$ cat src/rtl/polar_pkg.sv
// Shared definitions for the SCL decoder: list/width parameters, pm_extend state
// encoding, and path-metric helper functions.
package polar_pkg;

    localparam int LIST_SIZE   = 4;
    localparam int PM_WIDTH    = 8;
    localparam int INDEX_WIDTH = 3;
    localparam int LLR_WIDTH   = 6;

    localparam int NUM_CAND   = 2 * LIST_SIZE;
    localparam int CAND_WIDTH = PM_WIDTH + INDEX_WIDTH;
    localparam int PM_VEC_W   = LIST_SIZE * PM_WIDTH;
    localparam int LLR_VEC_W  = LIST_SIZE * LLR_WIDTH;
    localparam int CAND_VEC_W = NUM_CAND * CAND_WIDTH;

    localparam logic [PM_WIDTH-1:0] PM_MAX = {PM_WIDTH{1'b1}};

    typedef enum logic [1:0] {
        ST_IDLE      = 2'd0,
        ST_OUT       = 2'd1,
        ST_WAIT_SURV = 2'd2
    } pm_state_e;

    // Only path 0 starts as a live path; the others start at the worst metric.
    function automatic logic [PM_VEC_W-1:0] pm_init_vec();
        logic [PM_VEC_W-1:0] v;
        v = {PM_VEC_W{1'b1}};
        v[PM_WIDTH-1:0] = {PM_WIDTH{1'b0}};
        return v;
    endfunction

    // When every metric has its MSB set, dropping the MSB keeps the ordering intact.
    function automatic logic [PM_VEC_W-1:0] pm_normalise(input logic [PM_VEC_W-1:0] pms);
        logic [PM_VEC_W-1:0] v;
        logic                all_msb;
        v       = pms;
        all_msb = 1'b1;
        for (int p = 0; p < LIST_SIZE; p++) begin
            all_msb = all_msb & pms[p*PM_WIDTH + PM_WIDTH - 1];
        end
        if (all_msb) begin
            for (int p = 0; p < LIST_SIZE; p++) begin
                v[p*PM_WIDTH + PM_WIDTH - 1] = 1'b0;
            end
        end else begin
            v = pms;
        end
        return v;
    endfunction

endpackage

$ cat src/rtl/pm_sat_add.sv
// One candidate metric: adds |llr| to the path metric when the hypothesised bit
// disagrees with the LLR sign, saturating at PM_MAX.
module pm_sat_add
    import polar_pkg::*;
(
    input  logic [PM_WIDTH-1:0]  i_pm,
    input  logic [LLR_WIDTH-1:0] i_llr,
    input  logic                 i_bit,
    output logic [PM_WIDTH-1:0]  o_pm
);

    logic                w_neg;
    logic [PM_WIDTH-1:0] w_llr_ext;
    logic [PM_WIDTH-1:0] w_abs;
    logic [PM_WIDTH-1:0] w_pen;
    logic [PM_WIDTH:0]   w_sum;

    // Magnitude is taken at PM width so the most negative LLR stays representable.
    always_comb begin
        w_neg     = i_llr[LLR_WIDTH-1];
        w_llr_ext = PM_WIDTH'($signed(i_llr));
        if (w_neg) begin
            w_abs = {PM_WIDTH{1'b0}} - w_llr_ext;
        end else begin
            w_abs = w_llr_ext;
        end
        if (w_neg ^ i_bit) begin
            w_pen = w_abs;
        end else begin
            w_pen = {PM_WIDTH{1'b0}};
        end
        w_sum = {1'b0, i_pm} + {1'b0, w_pen};
        if (w_sum[PM_WIDTH]) begin
            o_pm = PM_MAX;
        end else begin
            o_pm = w_sum[PM_WIDTH-1:0];
        end
    end

endmodule

$ cat src/rtl/pm_extend.sv
// Path-metric extension stage: expands L path metrics into 2L tagged candidates
// for the sorter, absorbs frozen bits locally and reloads survivor metrics.
module pm_extend
    import polar_pkg::*;
(
    input  logic                  clk,
    input  logic                  rst,
    input  logic                  dec_start,
    input  logic                  llr_valid,
    output logic                  llr_ready,
    input  logic [LLR_VEC_W-1:0]  llr_in,
    input  logic                  frozen,
    output logic                  cand_valid,
    input  logic                  cand_ready,
    output logic [CAND_VEC_W-1:0] cand_out,
    input  logic                  surv_valid,
    input  logic [PM_VEC_W-1:0]   surv_pm
);

    pm_state_e             r_state;
    pm_state_e             w_state_next;
    logic [PM_VEC_W-1:0]   r_pm;
    logic [PM_VEC_W-1:0]   w_pm_next;
    logic [PM_VEC_W-1:0]   w_frozen_pm;
    logic [CAND_VEC_W-1:0] r_cand;
    logic [CAND_VEC_W-1:0] w_cand;
    logic                  w_pm_load;
    logic                  w_cand_load;

    for (genvar k = 0; k < NUM_CAND; k++) begin : g_cand
        logic [PM_WIDTH-1:0] w_sum_pm;

        pm_sat_add u_add (
            .i_pm  (r_pm[(k/2)*PM_WIDTH +: PM_WIDTH]),
            .i_llr (llr_in[(k/2)*LLR_WIDTH +: LLR_WIDTH]),
            .i_bit (1'((k % 2))),
            .o_pm  (w_sum_pm)
        );

        assign w_cand[k*CAND_WIDTH +: CAND_WIDTH] = {INDEX_WIDTH'(k), w_sum_pm};

        // A frozen bit is always 0, so each path keeps its b=0 candidate.
        if ((k % 2) == 0) begin : g_even
            assign w_frozen_pm[(k/2)*PM_WIDTH +: PM_WIDTH] = w_sum_pm;
        end
    end

    // Next-state and PM/candidate load decisions; dec_start overrides everything.
    always_comb begin
        w_state_next = r_state;
        w_pm_next    = r_pm;
        w_pm_load    = 1'b0;
        w_cand_load  = 1'b0;
        if (dec_start) begin
            w_state_next = ST_IDLE;
            w_pm_next    = pm_init_vec();
            w_pm_load    = 1'b1;
        end else begin
            case (r_state)
                ST_IDLE: begin
                    if (llr_valid && frozen) begin
                        w_pm_next = pm_normalise(w_frozen_pm);
                        w_pm_load = 1'b1;
                    end else if (llr_valid) begin
                        w_cand_load  = 1'b1;
                        w_state_next = ST_OUT;
                    end else begin
                        w_state_next = ST_IDLE;
                    end
                end
                ST_OUT: begin
                    if (cand_ready) begin
                        w_state_next = ST_WAIT_SURV;
                    end else begin
                        w_state_next = ST_OUT;
                    end
                end
                ST_WAIT_SURV: begin
                    if (surv_valid) begin
                        w_pm_next    = pm_normalise(surv_pm);
                        w_pm_load    = 1'b1;
                        w_state_next = ST_IDLE;
                    end else begin
                        w_state_next = ST_WAIT_SURV;
                    end
                end
                default: begin
                    w_state_next = ST_IDLE;
                end
            endcase
        end
    end

    // State register.
    always_ff @(posedge clk or posedge rst) begin
        if (rst) begin
            r_state <= ST_IDLE;
        end else begin
            r_state <= w_state_next;
        end
    end

    // Path-metric register.
    always_ff @(posedge clk or posedge rst) begin
        if (rst) begin
            r_pm <= pm_init_vec();
        end else if (w_pm_load) begin
            r_pm <= w_pm_next;
        end
    end

    // Candidate register, held stable while the sorter back-pressures.
    always_ff @(posedge clk or posedge rst) begin
        if (rst) begin
            r_cand <= {CAND_VEC_W{1'b0}};
        end else if (w_cand_load) begin
            r_cand <= w_cand;
        end
    end

    assign cand_out   = r_cand;
    assign llr_ready  = (r_state == ST_IDLE);
    assign cand_valid = (r_state == ST_OUT);

endmodule

$ cat config.mk
export PLATFORM = sky130hd
export DESIGN_NAME = pm_extend
export DESIGN_NICKNAME = d
export VERILOG_FILES = /design/src/rtl/polar_pkg.sv /design/src/rtl/pm_sat_add.sv /design/src/rtl/pm_extend.sv
export SDC_FILE = /design/constraint.sdc
export NUM_CORES = 1
export LEC_CHECK = 0
export ABC_AREA = 1
export BUFFER_PORTS_ARGS = -buffer_cell sky130_fd_sc_hd__buf_2
export CAP_MARGIN = 10
export CORE_MARGIN = 1
export CORE_UTILIZATION = 53
export CTS_CLUSTER_DIAMETER = 120
export CTS_CLUSTER_SIZE = 14
export DETAILED_ROUTE_END_ITERATION = 6
export GPL_ROUTABILITY_DRIVEN = 0
export MAX_ROUTING_LAYER = met4
export PLACE_DENSITY = 0.77
export RECOVER_POWER = 50
export SYNTH_ARGS = -nofsm -noshare
export SYNTH_HDL_FRONTEND = slang
export SYNTH_HIERARCHICAL = 1
export SYNTH_SLANG_ARGS = --single-unit
$ cat constraint.sdc
create_clock -name clk -period 2.75 [get_ports clk]
set_input_delay 0.275 -clock clk [delete_from_list [all_inputs] [get_ports clk]]
set_output_delay 0.275 -clock clk [all_outputs]
set_load 0.01 [all_outputs]
==> impl.org <==
** STA
- For the pin with the worst max-slew slack, the measured transition is 1280 ps.
- The worst pin sits at a relative slew slack of between 10% and 20%.
- The hold violation total from the final report came to 0.
- After routing, the total negative slack on setup checks comes to 0 ps.
- Setup-violating endpoint count in the final report :: 0
- Worst setup skew after layout :: a little over 8 ps
- Worst hold-check slack :: 106 ps
- The worst path in the final design needs a cycle of 2320 ps, including I/O delays and setup.
- Static timing analysis puts the maximum clock frequency at 430 MHz.
- The number of pins exceeding their max-slew limit in the final report was 0.
- Final clock period utilization by the worst path :: between 80% and 90%
- Setup repair after global routing missed its margin :: no

** Clock tree
- Clk Tree Root Cell :: clkbuf_16
- No sink is reached through more buffers than the 2 on the longest clock path.
- Hold repair after CTS inserted 0 buffers.
- The clock reaches the later pin of the worst-skew pair after around 350 ps.
- After clock tree synthesis, the clock-pin slew on the worst setup and hold paths is roughly 70 ps.
- Clock net sink count :: a little under 100
- Cts repair resizes :: 0
- Clock tree from TritonCTS :: done
- CTS H-tree depth :: 3
- TritonCTS Buffers :: 9
- In this run the post-CTS setup repair buffer count came out at 0.

** Drt
- Post-detailed-route wirelength per cell :: 12.2 um
- Antenna Violating Nets Remaining :: 0
- The routed design uses 9870 um of met2 wire.
- Post-detailed-route via-to-cell ratio :: approximately 4.9
- The final layout contains routed wiring with a total length of ~21,000 um.
- Highest signal layer in the routed design :: met4
- After the first detailed-routing iteration, the DRC count stood at roughly 510.
- First-pass iteration count of the detailed router :: 5
- In the final routing, the length of wire on met1 measures 10000 um.
- Vias :: between 8,000 and 9,000
- # DRC :: 0
- DR WL met3 :: between 1000 and 1500 um

** Layout
- Cells fill roughly 60% of the core in the end.
- NumNets Final :: 1,654
- Leaving out fill and tap cells, the most frequent cell in the layout is nand2_1.
- Diodes inserted :: 0
- Cells with a size suffix above 1 make up ~15% of the layout.
- The top cell types in the final layout, fill and taps aside, are nand2_1 (401), inv_1 (229), nor2_1 (140).
- From synthesis to final layout, the design area changed by 11.3%.
- The finished layout holds approximately 1,700 standard cells, fillers aside.

** Worst hold path
- Worst Hold Launch :: dec_start
- The worst hold path was traced through 2 stages.
- The path with the worst hold slack has its endpoint at r_state[1].
- Hold WC Path Type :: primary input to flip-flop

** Die
- Die Area :: between 0.015 and 0.02 mm^2
- Effective utilization at floorplan :: between 50% and 60%
- Number of top-level design ports :: between 150 and 200
- From bottom edge to top edge, the die measures 133 um.
- Horizontal die dimension :: around 130 um
- The floorplan has between 40 and 50 rows.
- Core area :: between 0.015 and 0.02 mm^2

** Global route
- The number of global-route vias before repair was 7,722.
- Maximum number of pins on one net before global-route repair :: between 50 and 60
- The initial antenna violation count came to 0.
- The first global-routing pass estimated ~36,000 um of wire.
- Global routing finished with a remaining overflow of 0.
- For this run, the total global-route usage over all layers was measured as between 20 and 30%.

** Placement
- During placement, the flow inserted port buffers numbering 140.
- Post-detailed-placement half-perimeter wirelength :: between 15,000 and 20,000 um
- In this run, placement finished with an instance count of between 1,500 and 2,000.

** Worst setup path
- Critical R2R Launch :: r_pm[24]
- Series of cell instances along the critical path :: buf_2 -> xnor2_1 -> nor2_1 -> ha_1 -> fa_1 -> nand2_1 -> nand2_1 -> nand2_2 -> nor2_2 -> nor2_4 -> nand3_1 -> nand4_1 -> nand2_1 -> nand2_1 -> nor2_1 -> nor2_1
- Maximum net fanout on the critical path :: 16
- STA classifies the critical path startpoint as a primary input.
- STA classifies the critical path endpoint as a flip-flop.
- Critical R2R Capture :: r_pm[15]
- For this design, the slowest cell found on the critical path is fa_1.
- Worst Setup SP :: llr_in[11]
- At the worst endpoint, the required time is a little over 3000 ps.
- Data arrival time of the critical path :: 2610 ps
- The number of cells on the worst reg-to-reg path is 13.
- By startpoint and endpoint, the worst setup path is classified as primary input to flip-flop.
- On the worst path, the slowest cell contributes a delay of 390 ps.
- Library cell appearing most often on the critical path :: nand2_1
- Register-to-register setup slack :: about 520 ps

** Yosys
- Each instance of the synthesized netlist takes up on average 6.64 um^2.
- Count of synthesis-stage warnings from yosys :: 6
- Syn Inst Count :: around 1,400
- Syn Std Cell Area :: 0.00911 mm^2
- Counting distinct cell types in the post-synthesis netlist gives 34.
- The synthesized design contains just under 100 register bits.
- The share of the Yosys chip area taken by registers is 27.5%.

** Power and ir drop
- The worst-case IR drop observed on VDD is approximately 0.00033 V.
- The analysis attributes to cell leakage a power of 5.85 nW.
- Pwr per Cell Area :: approximately 570 mW/mm^2
- Overall Power :: approximately 5.7 mW

** Flow run
- Number of max-cap violations :: 0

** Outcome
- The flow ran to the end, and the final reports show no timing, DRC or antenna violations.
flip-flops by register name (all words and copies together), names as in the netlist:
signal    flops
r_state       2
cand_out     65
r_pm         32
worst max path at each step:
stage | to | cells past startpoint
4_1_cts | r_pm[23] | 16
5_1_grt | r_pm[15] | 16
2_1_floorplan | r_pm[23] | 16
3_3_place_gp | r_pm[15] | 16
6_report | r_pm[15] | 16
3_5_place_dp | r_pm[23] | 16
cell families (layout without fill, tap and decap cells):
kind of cell / count (synthesis) / in the layout / synth area share (%)
flip-flops: 99 / 99 / 27.5
XOR/XNOR: 24 / 24 / 2.31
AO/OA/AOI/OAI: 144 / 144 / 9.26
buffers and inverters: 288 / 398 / 14.5
other: 10 / 44 / 0.412
adder cells (fa/ha/maj): 80 / 80 / 11.6
AND/OR/NAND/NOR: 727 / 727 / 34.4
layout make-up:
cell class | instances | area [um^2]
tap | 220 | 275
multi-input combinational | 1019 | 5420
timing repair buffer | 150 | 747
fill | 1588 | 6570
sequential | 99 | 2510
clock inverter | 6 | 90.1
inverter | 232 | 872
clock buffer | 10 | 229
layer usage:
metal	vias to the layer above	global-route usage (%)
li1	4462	-
met4	0	6.12
met2	185	41.2
met1	3821	33.1
met3	22	4.53
met5	-	-
per-stage QoR:
stage	setup WS, ps	cell area [um^2]
finish	426	10100
global route	141	10100
CTS	466	10200
detailed placement	90.8	9890
global placement	146	9890
floorplan	411	9240
critical path, delay by kind of cell:
kind                       cells  cell delay (ps)
and+or+nand+nor               12             1190
adders and majority gates      2              610
xor gates and xnor gates       1              360
buffers and inverters          1              190
report_power, final:
part	total (mW)	switching, mW	internal, mW
clock	1.40	0.600	0.799
sequential	1.98	0.201	1.78
combinational	2.35	1.45	0.899
total	5.73	2.26	3.48
cells in the mapped netlist:
master,instances,share of area (%)
o22ai_1,1,0.069
nor2_8,1,0.22
and3_1,7,0.48
o211ai_1,2,0.16
nand2_2,10,0.69
a21oi_1,44,2.4
nand4_1,2,0.14
nand3_2,5,0.55
inv_1,230,9.5
or2_2,7,0.48
dfrtp_1,75,21
ha_1,72,9.9
or2_1,8,0.55
inv_2,2,0.082
conb_1,10,0.41
buf_4,30,2.5
nand3_1,83,4.6
o21ai_0,22,1.2
o21ai_2,31,3.0
xnor2_1,9,0.87
nor3_1,39,2.1
nand2_1,401,17
nor2_2,8,0.55
clkbuf_1,1,0.041
nor4_1,1,0.069
dfstp_2,24,6.9
nor2_4,9,1.1
nand3b_1,7,0.58
xor2_1,15,1.4
buf_6,15,1.9
nor2_1,139,5.7
buf_2,10,0.55
fa_1,8,1.8
o21ai_1,44,2.4
No activity file was read; power rests on OpenSTA's default activity.
